<file path="src/rtl/overlay_draw_arbiter_pkg.sv">
// Shared FSM state encoding and overlay source indices for the overlay draw arbiter.
package middle_states_pkg;

    typedef enum logic [2:0] {
        IDLE    = 3'd0,
        CLEAR   = 3'd1,
        DRAW    = 3'd2,
        HOLD    = 3'd3,
        DONE    = 3'd4,
        RELEASE = 3'd5
    } state_t;

    // Index 0 has the highest grant priority.
    localparam int SRC_SAVE_GPA = 0;
    localparam int SRC_S1_START = 1;
    localparam int SRC_S1_CLEAR = 2;
    localparam int SRC_S2_START = 3;
    localparam int SRC_S2_CLEAR = 4;
    localparam int SRC_S3_START = 5;
    localparam int SRC_S3_CLEAR = 6;
    localparam int SRC_WIN      = 7;
    localparam int SRC_LOSE     = 8;

endpackage

</file>
<file path="src/rtl/overlay_draw_arbiter_if.sv">
// Bundle of request, drawer and VGA port signals between the game side and the overlay arbiter.
interface overlay_draw_arbiter_if #(
    parameter int N_SRC    = 9,
    parameter int COLOUR_W = 9,
    parameter int COORD_W  = 15
);
    logic [N_SRC-1:0]          req;
    logic [N_SRC-1:0]          drawer_done;
    logic [N_SRC*COLOUR_W-1:0] drawer_colour;
    logic [N_SRC*COORD_W-1:0]  drawer_coord;
    logic [N_SRC-1:0]          drawer_en;
    logic [N_SRC-1:0]          drawer_clr;
    logic [COLOUR_W-1:0]       colour;
    logic [COORD_W-1:0]        coordinates;
    logic                      VGA_write_enable;
    logic [N_SRC-1:0]          screen_done;
    logic                      busy;

    modport master (
        output req, drawer_done, drawer_colour, drawer_coord,
        input  drawer_en, drawer_clr, colour, coordinates, VGA_write_enable, screen_done, busy
    );

    modport slave (
        input  req, drawer_done, drawer_colour, drawer_coord,
        output drawer_en, drawer_clr, colour, coordinates, VGA_write_enable, screen_done, busy
    );
endinterface

</file>
<file path="src/rtl/overlay_hold_timer.sv">
// Display-hold counter: cleared by load, counts while enabled, flags terminal count HOLD_CYCLES-1.
module overlay_hold_timer #(
    parameter int HOLD_CYCLES = 50_000_000
) (
    input  logic clk,
    input  logic rst,
    input  logic load,
    input  logic en,
    output logic tc
);
    localparam int CNT_W = $clog2(HOLD_CYCLES + 1);

    logic [CNT_W-1:0] count_q;

    always_ff @(posedge clk) begin
        if (rst || load) begin
            count_q <= '0;
        end else if (en && !tc) begin
            count_q <= count_q + 1'b1;
        end
    end

    assign tc = (count_q == CNT_W'(HOLD_CYCLES - 1));
endmodule

</file>
<file path="src/rtl/overlay_draw_arbiter.sv">
// Grants one full-screen overlay drawer at a time onto the single VGA write port.
// Define OVERLAY_HOLD_EN to keep a finished overlay on screen for HOLD_CYCLES before acknowledging it.
module overlay_draw_arbiter
    import middle_states_pkg::*;
#(
    parameter int N_SRC       = 9,
    parameter int HOLD_CYCLES = 50_000_000,
    parameter int COLOUR_W    = 9,
    parameter int COORD_W     = 15
) (
    input  logic                  clk,
    input  logic                  resetn,
    overlay_draw_arbiter_if.slave bus
);
    localparam int GNT_W = (N_SRC > 1) ? $clog2(N_SRC) : 1;

    if (HOLD_CYCLES < 1) begin : g_bad_hold_cycles
        $error("overlay_draw_arbiter: HOLD_CYCLES must be at least 1");
    end

    state_t              state_q, state_d;
    logic [GNT_W-1:0]    grant_q, grant_d, pick;
    logic [N_SRC-1:0]    armed_q, armed_d, cand, grant_oh;
    logic                found, req_g, done_g;
    logic                vld_p0, vld_p1;
    logic [COLOUR_W-1:0] colour_p1;
    logic [COORD_W-1:0]  coord_p1;

    assign cand     = bus.req & armed_q;
    assign grant_oh = N_SRC'(1) << grant_q;
    assign req_g    = bus.req[grant_q];
    assign done_g   = bus.drawer_done[grant_q];

    // Scanning downwards leaves the lowest requesting index as the winner.
    always_comb begin
        found = 1'b0;
        pick  = '0;
        for (int i = N_SRC - 1; i >= 0; i--) begin
            if (cand[i]) begin
                found = 1'b1;
                pick  = GNT_W'(i);
            end
        end
    end

`ifdef OVERLAY_HOLD_EN
    logic hold_tc;

    overlay_hold_timer #(
        .HOLD_CYCLES (HOLD_CYCLES)
    ) u_hold_timer (
        .clk  (clk),
        .rst  (resetn),
        .load (state_q != HOLD),
        .en   (state_q == HOLD),
        .tc   (hold_tc)
    );
`endif

    always_comb begin
        state_d = state_q;
        grant_d = grant_q;
        armed_d = armed_q;
        unique case (state_q)
            IDLE: begin
                if (found) begin
                    state_d = CLEAR;
                    grant_d = pick;
                end
            end
            CLEAR: state_d = req_g ? DRAW : IDLE;
            DRAW: begin
                if (!req_g) begin
                    state_d = IDLE;
                end else if (done_g) begin
`ifdef OVERLAY_HOLD_EN
                    state_d = HOLD;
`else
                    state_d = DONE;
`endif
                end
            end
`ifdef OVERLAY_HOLD_EN
            HOLD: begin
                if (!req_g) begin
                    state_d = IDLE;
                end else if (hold_tc) begin
                    state_d = DONE;
                end
            end
`endif
            DONE: begin
                armed_d[grant_q] = 1'b0;
                state_d          = RELEASE;
            end
            // Stay disarmed until the game FSM leaves the screen that asked for this overlay.
            RELEASE: begin
                if (!req_g) begin
                    armed_d[grant_q] = 1'b1;
                    state_d          = IDLE;
                end
            end
            default: state_d = IDLE;
        endcase
    end

    always_ff @(posedge clk) begin
        if (resetn) begin
            state_q <= IDLE;
            grant_q <= '0;
            armed_q <= '1;
        end else begin
            state_q <= state_d;
            grant_q <= grant_d;
            armed_q <= armed_d;
        end
    end

    assign bus.drawer_clr  = (state_q == CLEAR) ? grant_oh : '0;
    assign bus.drawer_en   = (state_q == DRAW)  ? grant_oh : '0;
    assign bus.screen_done = (state_q == DONE)  ? grant_oh : '0;
    assign bus.busy        = (state_q != IDLE);

    // Stage p0 -> p1: granted drawer pixel registered onto the VGA port.
    assign vld_p0 = (state_q == DRAW) && req_g && !resetn;

    always_ff @(posedge clk) begin
        if (resetn) begin
            vld_p1 <= 1'b0;
        end else begin
            vld_p1 <= vld_p0;
        end
    end

    always_ff @(posedge clk) begin
        colour_p1 <= vld_p0 ? bus.drawer_colour[int'(grant_q)*COLOUR_W +: COLOUR_W] : '0;
        coord_p1  <= vld_p0 ? bus.drawer_coord[int'(grant_q)*COORD_W +: COORD_W] : '0;
    end

    assign bus.colour           = colour_p1;
    assign bus.coordinates      = coord_p1;
    assign bus.VGA_write_enable = vld_p1;
endmodule

</file>
<file path="src/flat_wrapper.sv">
// flat-port wrapper written by rule: the top's interface ports become plain ports
module overlay_draw_arbiter_flat import middle_states_pkg::*;
#(
    parameter int N_SRC       = 9,
    parameter int HOLD_CYCLES = 50_000_000,
    parameter int COLOUR_W    = 9,
    parameter int COORD_W     = 15
)
  (clk, resetn, bus_req, bus_drawer_done, bus_drawer_colour, bus_drawer_coord, bus_drawer_en, bus_drawer_clr, bus_colour, bus_coordinates, bus_VGA_write_enable, bus_screen_done, bus_busy);
  overlay_draw_arbiter_if #(.N_SRC(N_SRC), .COLOUR_W(COLOUR_W), .COORD_W(COORD_W)) bus_i ();
  input  logic clk;
  input  logic resetn;
  input wire logic [$bits(bus_i.req)-1:0] bus_req;
  input wire logic [$bits(bus_i.drawer_done)-1:0] bus_drawer_done;
  input wire logic [$bits(bus_i.drawer_colour)-1:0] bus_drawer_colour;
  input wire logic [$bits(bus_i.drawer_coord)-1:0] bus_drawer_coord;
  output wire logic [$bits(bus_i.drawer_en)-1:0] bus_drawer_en;
  output wire logic [$bits(bus_i.drawer_clr)-1:0] bus_drawer_clr;
  output wire logic [$bits(bus_i.colour)-1:0] bus_colour;
  output wire logic [$bits(bus_i.coordinates)-1:0] bus_coordinates;
  output wire logic [$bits(bus_i.VGA_write_enable)-1:0] bus_VGA_write_enable;
  output wire logic [$bits(bus_i.screen_done)-1:0] bus_screen_done;
  output wire logic [$bits(bus_i.busy)-1:0] bus_busy;
  assign bus_i.req = bus_req;
  assign bus_i.drawer_done = bus_drawer_done;
  assign bus_i.drawer_colour = bus_drawer_colour;
  assign bus_i.drawer_coord = bus_drawer_coord;
  assign bus_drawer_en = bus_i.drawer_en;
  assign bus_drawer_clr = bus_i.drawer_clr;
  assign bus_colour = bus_i.colour;
  assign bus_coordinates = bus_i.coordinates;
  assign bus_VGA_write_enable = bus_i.VGA_write_enable;
  assign bus_screen_done = bus_i.screen_done;
  assign bus_busy = bus_i.busy;
  overlay_draw_arbiter #(.N_SRC(N_SRC), .HOLD_CYCLES(HOLD_CYCLES), .COLOUR_W(COLOUR_W), .COORD_W(COORD_W)) u_core (.clk(clk), .resetn(resetn), .bus(bus_i));
endmodule
</file>
<file path="config.mk">
export PLATFORM = sky130hd
export DESIGN_NAME = overlay_draw_arbiter_flat
export DESIGN_NICKNAME = d
export VERILOG_FILES = /design/src/rtl/overlay_draw_arbiter_pkg.sv /design/src/rtl/overlay_draw_arbiter_if.sv /design/src/rtl/overlay_hold_timer.sv /design/src/rtl/overlay_draw_arbiter.sv /design/src/flat_wrapper.sv
export SDC_FILE = /design/constraint.sdc
export NUM_CORES = 1
export LEC_CHECK = 0
export ABC_AREA = 0
export CORE_AREA = 2 2 112 114
export DETAILED_ROUTE_END_ITERATION = 10
export DIE_AREA = 0 0 114 116
export GPL_TIMING_DRIVEN = 0
export PLACE_DENSITY_LB_ADDON = 0.15
export SYNTH_ARGS = -nofsm -noshare
export SYNTH_HDL_FRONTEND = slang
export SYNTH_SLANG_ARGS = --single-unit
</file>
<file path="constraint.sdc">
create_clock -name clk -period 2 [get_ports clk]
set_input_delay 0.2 -clock clk [delete_from_list [all_inputs] [get_ports clk]]
set_output_delay 0.2 -clock clk [all_outputs]
set_load 0.05 [all_outputs]
</file>
== Yosys cells after proc, flatten, opt, wreduce, memory -nomap -nowiden ==
Cells that the tools add are included.

* Input port bits: 236
* Output and inout bits: 53
* Register bits: 41

* Eq/ne operators: 7
* Muxes and demuxes: 35
* Multiply operators: 2
* Reductions and logical operators: 10
* Shifts and indexed selects: 3
* $lt $le $gt $ge: 2
* Bitwise logic cells: 4

{| class="wikitable"
|+ Operators with widths
! cell !! number
|-
| 135-bit by 32-bit variable part select with 15-bit output || 1
|-
| 81-bit by 32-bit variable part select with 9-bit output || 1
|-
| 4-bit two-way mux || 9
|-
| 9-bit two-way mux || 4
|-
| 9-bit AND || 2
|-
| 9-bit one-hot mux with 2 select lines || 1
|-
| 4-bit by 4-bit multiplier with 8-bit output (second input constant) || 2
|-
| 3-bit one-hot mux with 5 select lines || 1
|-
| 1-bit two-way mux || 12
|-
| 3-bit two-way mux || 4
|-
| 9-bit inverter || 1
|-
| 9-bit bitwise OR || 1
|-
| 1-bit by 4-bit << shifter with 9-bit output (first input constant) || 1
|-
| 1-bit binary-select mux with 4-bit select || 2
|-
| 3-bit equality test (second input constant) || 2
|-
| 4-bit by 5-bit < comparator with 1-bit output (second input constant) || 1
|-
| 1-bit demux with 4-bit select || 1
|-
| 4-bit by 1-bit greater-or-equal comparator with 1-bit output (second input constant) || 1
|-
| 2-bit AND reduction || 2
|-
| 3-bit by 1-bit equality test with 1-bit output (second input constant) || 1
|-
| 3-bit by 2-bit equality test with 1-bit output (second input constant) || 1
|-
| 1-bit logical AND || 3
|-
| 3-bit logical NOT || 1
|-
| 3-bit != test (second input constant) || 1
|-
| other kinds (7) || 7
|}

== Longest topological paths before layout ==
* Depth in word-level cells: 12
* Depth in mapped cells: 8
* Depth with buffers taken out: 6

== Least setup slack after synthesis ==
No wires, ideal clock.

* Path type: reg2out
* From: register u_core.grant_q[1]
* To: output bus_drawer_en[3]
* Arrival: 1.801 ns
* Buffers on the path: 3
* Required time: 1.800 ns
* Cell stages (with the launch flop): 6
* Setup slack: -0.001 ns
* Path through: dfxtp_1 -> buf_6 -> buf_4 -> clkbuf_1 -> nand3_1 -> nor2_1

* Longest elaborated chain between the ends: 2

{| class="wikitable"
|+ Ends and longest elaborated chain
! item !! RTL line !! RTL
|-
| from (decl) || overlay_draw_arbiter.sv:22 || <nowiki>logic [GNT_W-1:0] grant_q, grant_d, pick;</nowiki>
|-
| from (signal assigned) || overlay_draw_arbiter.sv:114 || <nowiki>grant_q <= grant_d;</nowiki>
|-
| 1-bit by 4-bit << shifter with 9-bit output || overlay_draw_arbiter.sv:30 || <nowiki>assign grant_oh = N_SRC'(1) << grant_q;</nowiki>
|-
| 9-bit two-way mux || overlay_draw_arbiter.sv:120 || <nowiki>assign bus.drawer_en = (state_q == DRAW) ? grant_oh : '0;</nowiki>
|-
| to (decl) || flat_wrapper.sv:17 || <nowiki>output wire logic [$bits(bus_i.drawer_en)-1:0] bus_drawer_en;</nowiki>
|}

Every way passes these cells.

== Worst setup path after layout ==
* From: register u_core.grant_q[1]
* To: register u_core.state_q[2]

* Longest elaborated chain between the ends: 4

{| class="wikitable"
|+ Ends and longest elaborated chain
! item !! RTL line !! RTL
|-
| 1-bit binary-select mux with 4-bit select, on equally long branches || overlay_draw_arbiter.sv:31, overlay_draw_arbiter.sv:32 ||
|-
| 1-bit two-way mux, on equally long branches || overlay_draw_arbiter.sv:31, overlay_draw_arbiter.sv:32 ||
|-
| 3-bit two-way mux, or another cell as far along || overlay_draw_arbiter.sv:73 || <nowiki>if (!req_g) begin</nowiki>
|-
| 3-bit one-hot mux with 5 select lines / 3-bit AND reduction (equally long branches) || -- ||
|-
| to (signal assigned) || overlay_draw_arbiter.sv:113 || <nowiki>state_q <= state_d;</nowiki>
|-
| to (decl) || overlay_draw_arbiter.sv:21 || <nowiki>state_t state_q, state_d;</nowiki>
|}

Parallel ways exist; a longest one is shown, timed or not. The select of a mux whose other input is x is not followed.
A chain may end at the register's enable or synchronous reset.

==> results.tsv <==
metric	value	unit
Mapped Area	3430	um^2
Post-Route WL	16.7	mm
Sw Ratio	28.1	%
Setup-failing EPs final	0	
max-cap violations	0	
Top FF cell, synth	dfxtp_1	
Clock transition at path regs	0.06	ns
Rows	40	
Vias/cell	5.15	
DPL Wire Length	13.8	mm
PortBufs	287	
total power	2930	uW
Final Skew	0.00463	ns
Die Y-Extent	116	um
Core Box Area	11900	um^2
share of cells above drive strength 1	21.3	%
fin util	56.8	%
Yosys top cell by area	mux4_2	
GP Congestion	0.833	
first-pass GRT wire length	24.2	mm
1st-pass router iterations	5	
worst reg2reg setup slack	0.07	ns
PD cells	433	nW/um^2
Yosys cell types	46	
DR vias	4087	
Ys Warns	0	
Clock power frac	27.5	%
sequential power share	28.8	%
Die Width	114	um
top post-synthesis cells by area	mux4_2 32%, dfxtp_1 24%, a22oi_1 5.7%	
Yosys top cell area share	32.2	%
unrepaired setup endpoints after global routing	yes	
synthesized instance count	350	
root buffer cell	clkbuf_16	
ys async rst share	0	%
Post-DP Area	6480	um^2
Crit path arrival time	2.10	ns
Slew Viols, Final	0	
Tmin final	1.93	ns
Layout area overhead	97.2	%
grt ovf	0	
largest net degree at the start of global routing	12	
die footprint	13200	um^2
Seq cells post-synth	41	
clock sinks	41	
CTS Buffer Depth	2	
Least-Margin Pin Slew	0.610	ns
max frequency	0.517	GHz
internal power	2110	uW
fin crit share	96.7	%
CTS tree	built	
initial antenna violation count	0	
Avg Inst Size Synth	9.80	um^2
DR WL/cell	21.0	um
hold_ws	0.375	ns
slack of the critical path	0.0667	ns
Post-synth EDFFs	0	
worst slack, placed	-0.788	ns
Worst VDD drop	0.327	mV
I/O pin total	289	
Final nets	883	
leakage	0.00243	uW
Residual DRC	0	
Initial Util	28.8	%
net switching power	824	uW
final instance area	6760	um^2
worst hold start	resetn	
antenna cell count	0	
Initial DRC Count	176	
Critical Path End Type	flop	
vias in the first global route	4305	
Worst Path Required	2.17	ns
sequential fraction of the synthesis area	23.9	%
status	finished, final reports clean	
clock latency on the worst-skew pair	0.28	ns
TritonCTS buffer count	5	
Tot GR Track Use	23.9	%
Slew headroom	59.2	%
Setup crit start kind	flop	
antenna-violating nets left	0	
Reg-to-Reg Start	u_core.grant_q[1]	
CP Class	flop to flop	
Final Hold Viols	0	
Max FO, Critical Path	10	
worst min-delay path category	primary input to flop	
Syn Nets	586	
Comb pwr share	43.8	%
H-tree levels	2	
Critical Path Start	u_core.grant_q[1]	
-- worst max-delay path, cell delays in order, from the launching register on --
cell,delay (ns)
dfxtp_1,0.32
buf_6,0.16
mux4_2,0.51
nor2_1,0.15
a21oi_1,0.07
a221o_1,0.37
o221a_1,0.24
-- layout make-up --
class / instances / area, um^2
fillers: 1084 / 5150
repair buffers: 291 / 2860
multi-input cells: 273 / 2480
flip-flops and latches: 41 / 822
plain buffers: 31 / 254
well taps: 147 / 184
clock buffers: 7 / 143
inverters: 4 / 17.5
-- logic make-up after synthesis --
family	after synthesis	synth area share, %
AND/OR/NAND/NOR	125	18.0
buffers and inverters	36	5.36
AO/OA/AOI/OAI	94	18.9
multiplexers	54	33.8
flip-flops	41	23.9
-- cells in the final DEF, fill, tap and decap left out, types with 3 or more instances in the layout --
master and count:
a21oi_1 7, a22oi_1 26, a31oi_1 3, and2_1 25, buf_2 5, buf_4 20
buf_6 9, buf_8 4, clkbuf_1 7, clkbuf_16 5, clkbuf_4 11, clkdlybuf4s50_1 259
dfxtp_1 40, inv_1 3, mux2i_1 3, mux4_2 49, nand2_1 36, nand2_2 5
nor2_1 31, nor2_2 5, o21ai_0 25, o21ai_1 10, o311ai_1 9
-- final timing paths --
| path | to | depth (start not counted) |
|---|---|---|
| setup / recovery | u_core.state_q[2] | 6 |
| hold / removal | u_core.grant_q[2] | 2 |
| setup reg to reg | u_core.state_q[2] | 6 |
| hold reg to reg | flop | 2 |
-- stage by stage --
| stage | std cells | TNS (ns) |
|---|---|---|
| 2_1_floorplan | 350 | -0.00443 |
| 3_3_place_gp | 784 | -16.47 |
| 3_5_place_dp | 784 | -17.63 |
| 4_1_cts | 791 | 0 |
| 5_1_grt | 794 | -0.0192 |
| 6_report | 794 | 0 |
-- metal layers --
layer  wire [um]  vias up  GRT usage [%]
met5           0        -              0
met4         142        0           3.82
met3        1080        9           4.39
met2        8870      163           44.6
met1        6580     1966           29.3
li1            -     1949              -
-- synthesized netlist by cell type (2+ instances only) --
cell	instances
mux2i_1	3
inv_1	3
nand3b_1	2
nand3_1	3
o311ai_1	9
dfxtp_1	41
o21ai_1	10
buf_6	3
nand2b_1	2
and2_1	25
nand2_1	41
clkbuf_1	12
a22oi_1	26
mux4_2	49
nor3_1	2
nor2b_1	3
a221oi_2	2
nor3_2	2
buf_1	4
o21ai_0	25
buf_4	4
buf_2	9
a21oi_1	7
a31oi_1	3
a221o_1	2
a22o_1	2
nor2_1	37
-- power by group through the flow --
stage,logic [uW],clock network (uW),registers [uW]
floorplan,581,0,880
global placement,1220,0,860
detailed placement,1230,0,860
CTS,1250,818,842
global route,1370,847,845
finish,1280,805,843
-- repair_timing --
item,4_1_cts,5_1_grt
buffers inserted,1,3
setup endpoints to repair,51,47
resized for setup,177,48
hold buffers,0,0
pin swaps,2,2
Note: power is estimated with default switching activity, not from simulation.
